File: src/rtl/mux_nto1_stream.sv
// mux_nto1_stream: N-channel, W-bit stream multiplexer with valid/ready
// handshakes on every channel and a single registered output stage.
//
// Two arbitration modes:
//   mode = 0  fixed select. The channel named by sel is granted when it is
//             valid. A sel value of NCH or above grants nothing.
//   mode = 1  round-robin. The search starts at rr_ptr and wraps modulo NCH.
//             After each transfer rr_ptr moves to one past the winner.
//
// Ports
//   clk        in   1       rising-edge clock
//   rst        in   1       asynchronous, active-high reset
//   mode       in   1       0 = fixed select, 1 = round-robin
//   sel        in   SW      channel index used in fixed mode
//   in_valid   in   NCH     per-channel valid
//   in_ready   out  NCH     per-channel ready, at most one bit high (combinational)
//   in_data    in   NCH*W   channel i occupies bits [i*W +: W]
//   out_valid  out  1       output register holds a beat
//   out_ready  in   1       consumer accepts the beat
//   out_data   out  W       registered data
//   out_src    out  SW      channel index of the beat in out_data

module mux_nto1_stream #(
    parameter int unsigned NCH = 8,
    parameter int unsigned W   = 32,
    parameter int unsigned SW  = 3
) (
    input  logic               clk,
    input  logic               rst,
    input  logic               mode,
    input  logic [SW-1:0]      sel,
    input  logic [NCH-1:0]     in_valid,
    output logic [NCH-1:0]     in_ready,
    input  logic [NCH*W-1:0]   in_data,
    output logic               out_valid,
    input  logic               out_ready,
    output logic [W-1:0]       out_data,
    output logic [SW-1:0]      out_src
);

    // NCH at index width plus one bit, so that comparisons against it cannot overflow.
    localparam logic [SW:0] NCH_EXT = (SW+1)'(NCH);

    logic               r_out_valid;
    logic [W-1:0]       r_out_data;
    logic [SW-1:0]      r_out_src;
    logic [SW-1:0]      r_rr_ptr;

    logic               w_ld;
    logic               w_xfer;
    logic               w_gnt_any;
    logic [SW-1:0]      w_gnt_idx;
    logic [NCH-1:0]     w_gnt;
    logic [W-1:0]       w_gnt_data;
    logic [2*NCH-1:0]   w_rot;
    logic [SW:0]        w_rr_sum;
    logic [SW:0]        w_nxt_sum;
    logic [SW-1:0]      w_nxt_ptr;

    // The output register can accept a beat when it is empty or being drained.
    assign w_ld = !r_out_valid || out_ready;

    // Rotate the valids so that rr_ptr lands at bit 0.
    // The first set bit within the low NCH bits is the round-robin winner.
    assign w_rot = {in_valid, in_valid} >> r_rr_ptr;

    // Grant selection. It produces a single index plus a flag saying the index is live.
    always_comb begin
        w_gnt_any = 1'b0;
        w_gnt_idx = '0;
        w_rr_sum  = '0;
        if (!mode) begin
            for (int unsigned i = 0; i < NCH; i++) begin
                if (sel == SW'(i) && in_valid[i]) begin
                    w_gnt_any = 1'b1;
                    w_gnt_idx = SW'(i);
                end
            end
        end else begin
            for (int unsigned k = 0; k < NCH; k++) begin
                if (!w_gnt_any && w_rot[k]) begin
                    w_gnt_any = 1'b1;
                    w_rr_sum  = {1'b0, r_rr_ptr} + (SW+1)'(k);
                    if (w_rr_sum >= NCH_EXT) begin
                        w_rr_sum = w_rr_sum - NCH_EXT;
                    end
                    w_gnt_idx = w_rr_sum[SW-1:0];
                end
            end
        end
    end

    // One-hot grant vector and the data of the granted channel.
    always_comb begin
        w_gnt      = '0;
        w_gnt_data = '0;
        for (int unsigned i = 0; i < NCH; i++) begin
            if (w_gnt_any && w_gnt_idx == SW'(i)) begin
                w_gnt[i]   = 1'b1;
                w_gnt_data = in_data[i*W +: W];
            end
        end
    end

    // While rst is high, ready is gated off so that no producer sees a handshake.
    assign in_ready = w_gnt & {NCH{w_ld && !rst}};
    assign w_xfer   = w_gnt_any && w_ld && !rst;

    // Pointer value that follows the winner, wrapping from NCH-1 back to 0.
    always_comb begin
        w_nxt_sum = {1'b0, w_gnt_idx} + (SW+1)'(1);
        w_nxt_ptr = w_nxt_sum[SW-1:0];
        if (w_nxt_sum >= NCH_EXT) begin
            w_nxt_ptr = '0;
        end
    end

    // Output stage and round-robin pointer.
    always_ff @(posedge clk or posedge rst) begin
        if (rst) begin
            r_out_valid <= 1'b0;
            r_out_data  <= '0;
            r_out_src   <= '0;
            r_rr_ptr    <= '0;
        end else begin
            if (w_xfer) begin
                r_out_valid <= 1'b1;
                r_out_data  <= w_gnt_data;
                r_out_src   <= w_gnt_idx;
                if (mode) begin
                    r_rr_ptr <= w_nxt_ptr;
                end
            end else if (out_ready) begin
                r_out_valid <= 1'b0;
            end
        end
    end

    assign out_valid = r_out_valid;
    assign out_data  = r_out_data;
    assign out_src   = r_out_src;

endmodule

File: config.mk
export PLATFORM = sky130hd
export DESIGN_NAME = mux_nto1_stream
export DESIGN_NICKNAME = d
export VERILOG_FILES = /design/src/rtl/mux_nto1_stream.sv
export SDC_FILE = /design/constraint.sdc
export NUM_CORES = 1
export LEC_CHECK = 0
export CAP_MARGIN = 40
export CORE_AREA = 8 8 117 119
export DETAILED_ROUTE_END_ITERATION = 10
export DIE_AREA = 0 0 125 127
export DONT_BUFFER_PORTS = 1
export HOLD_SLACK_MARGIN = 0.05
export PLACE_DENSITY = 0.55
export REMOVE_ABC_BUFFERS = 1
export SETUP_SLACK_MARGIN = 0.4
export SLEW_MARGIN = 40
export SYNTH_ARGS = -nofsm -noshare
export SYNTH_HDL_FRONTEND = slang
export SYNTH_SLANG_ARGS = --single-unit
export TNS_END_PERCENT = 5
File: constraint.sdc
create_clock -name clk -period 12.7 [get_ports clk]
set_input_delay 1.905 -clock clk [delete_from_list [all_inputs] [get_ports clk]]
set_output_delay 1.905 -clock clk [all_outputs]
set_load 0.02 [all_outputs]
==> results.py <==
metrics = {
    "floorplan": {
        "ios": 315,
        "fp.dieH_um": 127,
        "start_util_pct": 41.5,
        "die_area_um2": 15900,
        "coreArea_um2": 11800,
        "rows": 40,
        "die_w_um": 125,
    },
    "detailed_routing": {
        "vias": 5309,
        "drt_pass1_iterations": 7,
        "drc": 0,
        "wl_per_cell_um": 30.0,
        "antenna_left": 0,
        "wl_um": 22200,
        "routed_via_density": 7.18,
        "drt_iter0_drc": 438,
    },
    "yosys": {
        "synth-seq-cells": 39,
        "yosys.area.top_type": "dfrtp_1",
        "syn_avg_cell_area_um2": 7.64,
        "syn-cell-area_um2": 4910,
        "synth_edf_count": 0,
        "synth_area_leaders": "dfrtp_1, a221oi_1, nand2_1, mux4_2, nor2_1",
        "yosys_warnings": 0,
        "yosysMostFrequentCell": "nand2_1",
        "async_flop_share_pct": 100,
        "synthDistinctLibCells": 65,
        "yosys-top-cells-count": "nand2_1, a221oi_1, nor2_1, dfrtp_1, clkbuf_1",
        "yosysSeqAreaShare_pct": 19.9,
        "synth_ff_type": "dfrtp_1",
        "syn_inst": 642,
        "yosysTopAreaCellShare_pct": 19.9,
    },
    "power": {
        "irDropWorstVdd_mv": 0.0981,
        "finalPower_uw": 1400,
        "pwr-share-seq_pct": 23.9,
        "p_int_uw": 621,
        "pwr-share-clk_pct": 10.8,
        "power.density_nw_per_um2": 276,
        "netSwitchingFraction_pct": 55.5,
        "p_comb_share_pct": 65.3,
        "p_sw_uw": 775,
        "leakage_uw": 0.00180,
    },
    "timing": {
        "finalWorstSetupSlack_ns": 4.62,
        "fmax_mhz": 124,
        "rsz0062_at_grt": "false",
        "setup_viol": 0,
        "slew_headroom_pct": 42.9,
        "min_period_ns": 8.08,
        "report.final.slew_viol_count": 0,
        "tightest_slew_ns": 0.856,
        "finClkSkew_ns": 0.00902,
        "finalCritPeriodShare_pct": 63.6,
        "hold_violations": 0,
        "fin_setup_tns_ns": 0,
    },
    "grt": {
        "grt_max_degree": 71,
        "grt_overflow": 0,
        "gr-usage-met3_pct": 7.70,
        "grt_util_met1_pct": 30.0,
        "grt.total_usage_pct": 26.1,
        "grt-busiest-layer": "met2",
        "met2_usage_pct": 46.2,
        "antenna_found_initial": 1,
        "grt_pass1_vias": 5322,
        "grt_pass1_wl_um": 32600,
    },
    "placement": {
        "gp_congestion": 0.863,
        "dp_slack_ns": 4.23,
        "placed_cells": 730,
        "numPortBuffers": 0,
        "dp_hpwl_um": 16600,
    },
    "clock_network": {
        "postCtsSetupRepairBufs": 0,
        "cts_hold_buf": 0,
        "clk_pin_slew_worst_paths_ns": 0.07,
        "insertion_delay_ns": 0.29,
        "clock-root-buffer": "clkbuf_16",
        "ctsResizeCount": 0,
        "cts_max_level": 2,
        "cts_buffers": 5,
        "cts.sink_count": 39,
        "cts_tree": "built",
        "clock_path_buffers": 2,
    },
    "worst_setup_path": {
        "worst_path_max_delay_cell": "o22ai_2",
        "worstPathMaxFanout": 39,
        "endpoint_kind": "output pin",
        "crit_required_ns": 10.80,
        "worstSetupStartpointType": "primary input",
        "cp_cell_sequence": "mux4_2 -> mux2i_1 -> nand2_1 -> or3b_2 -> o21ai_0 -> o21ai_0 -> a21boi_1 -> inv_1 -> ha_4 -> nand2_1 -> o22ai_2 -> nor2b_1",
        "max_stage_delay_ns": 0.74,
        "critPathKind": "in -> out",
        "r2r_slack_ns": 6.68,
        "arrival_ns": 6.17,
    },
    "cells_and_area": {
        "drive_above_1_share_pct": 11.3,
        "finalNonFillerCells": 739,
        "final_util_pct": 42.8,
        "fin_nets": 869,
        "area_growth_pct": 3.11,
    },
    "run_status": {
        "status": "finished clean",
    },
    "min_path": {
        "worst_hold_path_type": "reg -> reg",
    },
    "job": {
        "drv_cap": 0,
    },
}
-- power groups by stage --
stage	Clock, uW	Combinational, uW	Sequential [uW]
CTS	155	899	334
global route	158	994	340
floorplan	0	662	303
finish	151	911	334
global placement	0	866	335
detailed placement	0	897	336
-- cells in the final DEF, fill, tap and decap left out, drive strengths merged, types with 3 or more instances in the layout --
cell type / count
mux4: 10
a221oi: 59
a32oi: 13
dfrtp: 39
nand2b: 4
or3: 17
o21ai: 36
ha: 8
o221ai: 11
o211ai: 19
nand2: 97
o31ai: 11
a21oi: 31
clkbuf: 5
nor2b: 9
buf: 4
o22ai: 20
inv: 30
nor3: 8
a31oi: 3
mux2: 7
mux2i: 16
a21o: 9
a22oi: 10
and3: 4
nand3b: 12
nand3: 17
nor2: 48
-- layout make-up --
cell class / instances / area [um2]
antenna: 1 / 2.50
clock buffer: 5 / 125
clock inverter: 3 / 43.8
fill: 1211 / 6750
inverter: 30 / 118
multi-input combinational: 510 / 3570
sequential: 39 / 977
tap: 147 / 184
timing repair buffer: 4 / 37.5
-- flip-flops by register name, indices dropped and copies added, names as in the netlist --
signal / flops
out_data: 32
out_src: 3
r_rr_ptr: 3
out_valid: 1
-- final timing paths --
check                            startpoint          end  cells past startpoint
worst max-delay path            in_valid[1]  in_ready[5]                     12
worst max register to register  r_rr_ptr[0]  out_data[5]                     14
max in group asynchronous               rst  r_rr_ptr[1]                      1
worst min register to register  out_data[6]  out_data[6]                      2
worst min-delay path            out_data[6]  out_data[6]                      2
min in group asynchronous               rst  out_data[4]                      1
-- cell families after synthesis --
logic type / after synthesis / synth area share (%)
simple gates: 232 / 23.1
flops: 39 / 19.9
buf+inv: 93 / 8.77
xor+xnor: 2 / 0.357
fa+ha+maj: 8 / 2.04
compound gates: 235 / 36.2
mux: 33 / 9.71
-- metal layers --
layer,share of wire [%],vias up
met1,37,2565
met4,2.2,0
li1,-,2359
met3,10,32
met2,50,353
met5,0,-
-- worst max-delay path, delay by kind of cell --
| family | cells | cell delay, ns |
|---|---|---|
| fa+ha+maj | 1 | 0.49 |
| buf+inv | 1 | 0.15 |
| mux | 2 | 0.81 |
| compound gates | 4 | 1.22 |
| simple gates | 4 | 1.58 |
-- stage by stage --
step	cell area, um2	hold WS (ns)
after floorplan	4590	0.590
after global placement	4830	0.626
after detailed placement	4880	0.635
after CTS	5050	0.645
after global routing	5060	0.661
final	5060	0.646
No activity file was read; power rests on OpenSTA's default activity.
